$ cat src/rtl/fetch_unit_pkg.sv
// Shared encodings and widths for the instruction-fetch stage.
package fetch_unit_pkg;

    localparam int XLEN = 32;
    localparam int ILEN = 32;

    localparam logic [XLEN-1:0] FETCH_RESET_PC = 32'h0000_3000;

    typedef enum logic [1:0] {
        FETCH_BOOT  = 2'd0,
        FETCH_RUN   = 2'd1,
        FETCH_FAULT = 2'd2
    } fetch_state_e;

    // A fetch target is legal only when it sits on a word boundary.
    function automatic logic is_word_aligned(input logic [XLEN-1:0] addr);
        return (addr[1:0] == 2'b00);
    endfunction

endpackage

$ cat src/rtl/fetch_buf.sv
// Instruction buffer: a pc tag queue filled at request time and a
// {pc, instr} FIFO filled when the matching response returns.
module fetch_buf
    import fetch_unit_pkg::*;
#(
    parameter int DEPTH = 4
) (
    input  logic                    clk,
    input  logic                    rst_n,
    input  logic                    tag_push,
    input  logic [XLEN-1:0]         tag_pc,
    input  logic                    push,
    input  logic [ILEN-1:0]         instr,
    input  logic                    pop,
    input  logic                    flush,
    input  logic                    keep_head,
    output logic [XLEN-1:0]         head_pc,
    output logic [ILEN-1:0]         head_instr,
    output logic [$clog2(DEPTH):0]  occ
);

    localparam int AW = $clog2(DEPTH);
    localparam int CW = AW + 1;

    logic [XLEN-1:0] pc_mem_q    [DEPTH];
    logic [XLEN-1:0] pc_mem_d    [DEPTH];
    logic [ILEN-1:0] instr_mem_q [DEPTH];
    logic [ILEN-1:0] instr_mem_d [DEPTH];
    logic [XLEN-1:0] tag_mem_q   [DEPTH];
    logic [XLEN-1:0] tag_mem_d   [DEPTH];
    logic [AW-1:0]   rd_ptr_q, rd_ptr_d, wr_ptr_q, wr_ptr_d;
    logic [AW-1:0]   tag_rd_q, tag_rd_d, tag_wr_q, tag_wr_d;
    logic [CW-1:0]   occ_q, occ_d;
    logic            pop_ok_s;

    // Next-state for both queues; a flush empties everything, optionally
    // retiring the head that decode is taking in the same cycle.
    always_comb begin
        pc_mem_d    = pc_mem_q;
        instr_mem_d = instr_mem_q;
        tag_mem_d   = tag_mem_q;
        rd_ptr_d    = rd_ptr_q;
        wr_ptr_d    = wr_ptr_q;
        tag_rd_d    = tag_rd_q;
        tag_wr_d    = tag_wr_q;
        occ_d       = occ_q;
        pop_ok_s    = pop && (occ_q != {CW{1'b0}});

        if (tag_push) begin
            tag_mem_d[tag_wr_q] = tag_pc;
        end else begin
            tag_mem_d = tag_mem_q;
        end

        if (flush) begin
            rd_ptr_d = rd_ptr_q + AW'(keep_head && pop_ok_s);
            wr_ptr_d = rd_ptr_d;
            tag_rd_d = {AW{1'b0}};
            tag_wr_d = {AW{1'b0}};
            occ_d    = {CW{1'b0}};
        end else begin
            if (push) begin
                pc_mem_d[wr_ptr_q]    = tag_mem_q[tag_rd_q];
                instr_mem_d[wr_ptr_q] = instr;
            end else begin
                pc_mem_d    = pc_mem_q;
                instr_mem_d = instr_mem_q;
            end
            wr_ptr_d = wr_ptr_q + AW'(push);
            rd_ptr_d = rd_ptr_q + AW'(pop_ok_s);
            tag_wr_d = tag_wr_q + AW'(tag_push);
            tag_rd_d = tag_rd_q + AW'(push);
            occ_d    = occ_q + CW'(push) - CW'(pop_ok_s);
        end
    end

    // Storage and pointer registers; contents clear so the head reads zero out of reset.
    always_ff @(posedge clk or negedge rst_n) begin
        if (!rst_n) begin
            for (int i = 0; i < DEPTH; i++) begin
                pc_mem_q[i]    <= {XLEN{1'b0}};
                instr_mem_q[i] <= {ILEN{1'b0}};
                tag_mem_q[i]   <= {XLEN{1'b0}};
            end
            rd_ptr_q <= {AW{1'b0}};
            wr_ptr_q <= {AW{1'b0}};
            tag_rd_q <= {AW{1'b0}};
            tag_wr_q <= {AW{1'b0}};
            occ_q    <= {CW{1'b0}};
        end else begin
            pc_mem_q    <= pc_mem_d;
            instr_mem_q <= instr_mem_d;
            tag_mem_q   <= tag_mem_d;
            rd_ptr_q    <= rd_ptr_d;
            wr_ptr_q    <= wr_ptr_d;
            tag_rd_q    <= tag_rd_d;
            tag_wr_q    <= tag_wr_d;
            occ_q       <= occ_d;
        end
    end

    assign head_pc    = pc_mem_q[rd_ptr_q];
    assign head_instr = instr_mem_q[rd_ptr_q];
    assign occ        = occ_q;

endmodule

$ cat src/rtl/fetch_unit.sv
// Instruction-fetch stage: owns the fetch PC, issues credit-limited
// memory requests, discards stale responses after a redirect and
// traps misaligned redirect targets.
module fetch_unit
    import fetch_unit_pkg::*;
#(
    parameter logic [31:0] RESET_PC  = FETCH_RESET_PC,
    parameter int          BUF_DEPTH = 4
) (
    input  logic        clk,
    input  logic        rst_n,
    input  logic        redirect,
    input  logic [31:0] npc,
    output logic        imem_req_valid,
    output logic [31:0] imem_req_addr,
    input  logic        imem_req_ready,
    input  logic        imem_rsp_valid,
    input  logic [31:0] imem_rsp_data,
    output logic        id_valid,
    output logic [31:0] id_pc,
    output logic [31:0] id_instr,
    input  logic        id_ready,
    output logic        fetch_fault,
    output logic [31:0] fault_pc
);

    localparam int CW  = $clog2(BUF_DEPTH) + 1;
    localparam int CWP = CW + 1;
    localparam logic [CW:0]   DEPTH_C = CWP'(BUF_DEPTH);
    localparam logic [CW-1:0] ONE_C   = CW'(1'b1);

    fetch_state_e  state_q, state_d;
    logic [31:0]   pc_q, pc_d;
    logic [CW-1:0] outs_q, outs_d, drop_q, drop_d;
    logic          fault_q, fault_d;
    logic [31:0]   fault_pc_q, fault_pc_d;

    logic [CW-1:0] occ_s;
    logic          credit_s, req_fire_s, rsp_ok_s, redir_s, aligned_s;
    logic          push_s, pop_s, keep_head_s;

    // Request credit, response accounting, PC update and FSM next state.
    always_comb begin
        state_d     = state_q;
        pc_d        = pc_q;
        outs_d      = outs_q;
        drop_d      = drop_q;
        fault_d     = fault_q;
        fault_pc_d  = fault_pc_q;

        credit_s       = ({1'b0, occ_s} + {1'b0, outs_q}) < DEPTH_C;
        imem_req_valid = (state_q == FETCH_RUN) && !redirect && credit_s;
        req_fire_s     = imem_req_valid && imem_req_ready;
        rsp_ok_s       = imem_rsp_valid && (outs_q != {CW{1'b0}});
        redir_s        = redirect && (state_q == FETCH_RUN);
        aligned_s      = is_word_aligned(npc);
        pop_s          = id_valid && id_ready;
        keep_head_s    = redir_s && aligned_s && pop_s;
        push_s         = rsp_ok_s && (drop_q == {CW{1'b0}}) && !redir_s
                         && (state_q == FETCH_RUN);

        outs_d = outs_q + CW'(req_fire_s) - CW'(rsp_ok_s);

        // Everything still in flight at a redirect belongs to the old path.
        if (redir_s) begin
            drop_d = outs_q - CW'(rsp_ok_s);
        end else if (rsp_ok_s && (drop_q != {CW{1'b0}})) begin
            drop_d = drop_q - ONE_C;
        end else begin
            drop_d = drop_q;
        end

        if (redir_s && aligned_s) begin
            pc_d = npc;
        end else if (req_fire_s) begin
            pc_d = pc_q + 32'd4;
        end else begin
            pc_d = pc_q;
        end

        case (state_q)
            FETCH_BOOT: begin
                state_d = FETCH_RUN;
            end
            FETCH_RUN: begin
                if (redir_s && !aligned_s) begin
                    state_d    = FETCH_FAULT;
                    fault_d    = 1'b1;
                    fault_pc_d = npc;
                end else begin
                    state_d = FETCH_RUN;
                end
            end
            FETCH_FAULT: begin
                state_d = FETCH_FAULT;
            end
            default: begin
                state_d = FETCH_BOOT;
            end
        endcase
    end

    // Architectural fetch state and fault capture.
    always_ff @(posedge clk or negedge rst_n) begin
        if (!rst_n) begin
            state_q    <= FETCH_BOOT;
            pc_q       <= RESET_PC;
            outs_q     <= {CW{1'b0}};
            drop_q     <= {CW{1'b0}};
            fault_q    <= 1'b0;
            fault_pc_q <= 32'h0000_0000;
        end else begin
            state_q    <= state_d;
            pc_q       <= pc_d;
            outs_q     <= outs_d;
            drop_q     <= drop_d;
            fault_q    <= fault_d;
            fault_pc_q <= fault_pc_d;
        end
    end

    fetch_buf #(
        .DEPTH (BUF_DEPTH)
    ) u_buf (
        .clk        (clk),
        .rst_n      (rst_n),
        .tag_push   (req_fire_s),
        .tag_pc     (pc_q),
        .push       (push_s),
        .instr      (imem_rsp_data),
        .pop        (pop_s),
        .flush      (redir_s),
        .keep_head  (keep_head_s),
        .head_pc    (id_pc),
        .head_instr (id_instr),
        .occ        (occ_s)
    );

    assign imem_req_addr = pc_q;
    assign id_valid      = (occ_s != {CW{1'b0}});
    assign fetch_fault   = fault_q;
    assign fault_pc      = fault_pc_q;

endmodule

$ cat config.mk
export PLATFORM = sky130hd
export DESIGN_NAME = fetch_unit
export DESIGN_NICKNAME = d
export VERILOG_FILES = /design/src/rtl/fetch_unit_pkg.sv /design/src/rtl/fetch_buf.sv /design/src/rtl/fetch_unit.sv
export SDC_FILE = /design/constraint.sdc
export NUM_CORES = 1
export LEC_CHECK = 0
export CORE_AREA = 2 2 170 214
export CTS_CLUSTER_DIAMETER = 100
export DETAILED_ROUTE_END_ITERATION = 10
export DIE_AREA = 0 0 172 216
export PLACE_DENSITY = 0.82
export SYNTH_ARGS = -nofsm -noshare
export SYNTH_HDL_FRONTEND = slang
export SYNTH_HIERARCHICAL = 1
export SYNTH_SLANG_ARGS = --single-unit
export TNS_END_PERCENT = 20
$ cat constraint.sdc
create_clock -name clk -period 4.7 [get_ports clk]
set_input_delay 1.41 -clock clk [delete_from_list [all_inputs] [get_ports clk]]
set_output_delay 1.41 -clock clk [all_outputs]
set_load 0.1 [all_outputs]
==> impl_metrics.csv <==
group,metric,value,unit
die,initial_core_util,0.5950,
setup_path,arrival,2.73,ns
hold_path,hold_depth,1,
yosys,synth_top_area_share,0.5588,
global_route,grt_overflow,0,
clock_network,htreeDepth,2,
yosys,syn_avg_cell_area,15.68,µm²
yosys,synth.most_common_cell,"dfrtp_1",
clock_network,cts_setup_buffers,0,
timing,drv_slew,0,
cells_and_area,fin_nets,1621,
timing,hold_viol_final,0,
yosys,synth_edf_count,0,
cells_and_area,final_area,24750,µm²
clock_network,cts_root_buffer,"clkbuf_16",
detailed_routing,via_per_inst,5.955,
detailed_routing,routed_wl,44240,µm
setup_path,max_stage_delay,0.43,ns
die,die_w,172,µm
placed_design,place_congestion,0.8527,
clock_network,clock_sinks,468,
placed_design,hpwl,28240,µm
power,total_power,17.47,mW
setup_path,ff2ff_path_depth,11,
cells_and_area,stdcell_count,2040,
die,core.rowCount,77,
cells_and_area,diodes,0,
setup_path,path_cells,"clkdlybuf4s50_1 > or3b_1 > and3b_1 > buf_12",
detailed_routing,drc,0,
cells_and_area,syn2layout_area_growth,18.62,%
yosys,netlist_area,20870,µm²
setup_path,timing.rr.start,"outs_q[2]",
yosys,ys_types,63,
global_route,grt_pass1_vias,13476,
setup_path,crit_path_max_fanout,3,
clock_network,cts_buffers,46,
setup_path,crit_type,"in -> out",
setup_path,rrSetupSlack,1.98,ns
timing,worst_pin_slew,1.036,ns
yosys,synth_commonest_cells,"dfrtp_1, mux2_2, mux4_2",
timing,slew_headroom,0.3072,
global_route,antenna_found_initial,0,
yosys,syn_nets,1419,
clock_network,cts_hold_buf,0,
setup_path,cp_num_buf_inv,2,
hold_path,min_from,"fetch_fault",
yosys,ys_ff_latch,468,
timing,clock_skew,0.009427,ns
detailed_routing,routedWlPerCell,21.68,µm
yosys,ys_top_cells_by_area,"dfrtp_1, mux2_2, mux4_2, mux2_4, ha_1",
cells_and_area,n_fill_cell,2379,
detailed_routing,drt_iter0_drc,857,
placed_design,dpl.cell_count,1959,
detailed_routing,route.antenna.remaining_nets,0,
timing,fmax,241.5,MHz
hold_path,hold_class,"reg -> reg",
clock_network,cts_buffer_depth,3,
global_route,grt_usage,0.2459,
setup_path,critPathLaunchType,"primary input",
hold_path,hold_end,"fetch_fault",
timing,min_period,4.141,ns
yosys,ys_seq_area_frac,0.5613,
yosys,synth_top_cell_by_area,"dfrtp_1",
timing,setup_viol,0,
global_route,grt_start_max_net_pins,107,
clock_network,path_clk_slew,0.06,ns
timing,fin_crit_sh,0.8811,
setup_path,end_kind,"output pin",
job,cap_violations,0,
yosys,synth_ff_type,"dfrtp_1",
placed_design,post_dp_cell_area,23250,µm²
detailed_routing,met2_length,22000,µm
status,outcome,"completed",
detailed_routing,routed.top_layer,"met4",
yosys,yosys_warnings,6,
power,powerDensity,705.9,nW/µm²
die,coreArea,35070,µm²
clock_network,cts_tree,"yes",
power,ir_drop,0.0006598,V
die,dieHeight,216,µm
cells_and_area,drive_above_1_share,0.4438,
timing,fin_setup_tns,0,ns
global_route,grt_pass1_wl,71770,µm
setup_path,critPathSlowestCell,"or3b_1",
detailed_routing,drt-met1-wl,18640,µm
detailed_routing,dr.pass1.iters,7,
detailed_routing,wl_met3,2712,µm
clock_network,insertion_delay,0.55,ns
detailed_routing,num_vias,12148,
die,die-area,37150,µm²
yosys,postSynth.asyncResetShare,1.000,
power,p_leak,11.67,nW
setup_path,cp_top_family,"simple AND/OR/NAND/NOR gates",
setup_path,regToRegEndpoint,"outs_q[2]",
die,io_pins,201,
setup_path,worst_ep_required_time,3.29,ns
clock_network,post_cts_resized,0,
yosys,synthCells,1331,
timing,rsz0062_at_grt,"false",
placed_design,port_buffers,200,
cells in the final DEF, fill, tap and decap left out, types with 5 or more instances in the layout:
cell	n
a21oi_1	6
a41oi_1	6
and2_1	9
buf_12	11
buf_4	87
clkbuf_1	14
clkbuf_16	49
clkbuf_8	9
clkdlybuf4s50_1	134
clkinv_2	6
dfrtp_1	462
ha_1	16
inv_1	18
mux2_2	400
mux2_4	14
mux4_2	94
nand2_1	46
nand3_1	22
nand4_1	9
nor2_1	22
nor2b_1	5
o211ai_1	6
o21ai_0	24
or4_1	5
xnor2_1	11
flip-flops by register name, indices dropped and copies added, names as in the netlist:
name / cells
u_buf/instr_mem_q: 128
u_buf/pc_mem_q: 128
u_buf/tag_mem_q: 128
fault_pc: 32
imem_req_addr: 32
drop_q: 3
outs_q: 3
u_buf/occ: 3
state_q: 2
u_buf/rd_ptr_q: 2
u_buf/tag_rd_q: 2
u_buf/tag_wr_q: 2
u_buf/wr_ptr_q: 2
fetch_fault: 1
through the flow:
step | worst slack [ns] | utilization | hold slack [ns]
3_5_place_dp | 0.5616 | 0.6630 | 0.4685
3_3_place_gp | 0.5508 | 0.6630 | 0.4549
4_1_cts | 0.5616 | 0.7058 | 0.4822
2_1_floorplan | 0.6387 | - | 0.4336
6_report | 0.5591 | 0.7058 | 0.4784
5_1_grt | 0.5341 | 0.7058 | 0.5023
layout make-up:
cell class                      instances  area (µm²)  area share
Sequential cell                       468       11720      0.4735
Multi-Input combinational cell        765        8633      0.3488
Timing Repair Buffer                  233        2230     0.09008
Clock buffer                           72        1403     0.05666
Tap cell                              474       593.1     0.02396
Clock inverter                          9       98.84    0.003993
Inverter                               19       73.82    0.002982
routing by layer:
metal  vias up  GRT usage
met5         -          0
met4         0    0.06611
met3        57    0.05520
met2       316     0.4092
met1      6426     0.3287
li1       5349          -
worst max-delay path by stage:
stage / cells after the start / from / slack, ns / to
2_1_floorplan: 2 / redirect / 0.64 / imem_req_valid
3_3_place_gp: 4 / redirect / 0.55 / imem_req_valid
3_5_place_dp: 4 / redirect / 0.56 / imem_req_valid
4_1_cts: 4 / redirect / 0.56 / imem_req_valid
5_1_grt: 4 / redirect / 0.53 / imem_req_valid
6_report: 4 / redirect / 0.56 / imem_req_valid
cells by family (layout without fill, tap and decap cells):
family	count (synthesis)	after routing	share of synthesized area
buf+inv	98	333	0.02686
compound gates	69	69	0.02177
simple gates	150	150	0.04029
xor+xnor	16	16	0.007375
mux	512	512	0.3309
fa+ha+maj	18	18	0.01151
flops	468	468	0.5613
power by group:
part           total (mW)  switching, mW  internal [mW]
Combinational        7.58           5.01           2.56
Sequential           6.26           1.06           5.20
Clock                3.64           1.49           2.15
Total                17.5           7.55           9.92
Power figures use the tool's default switching activity.
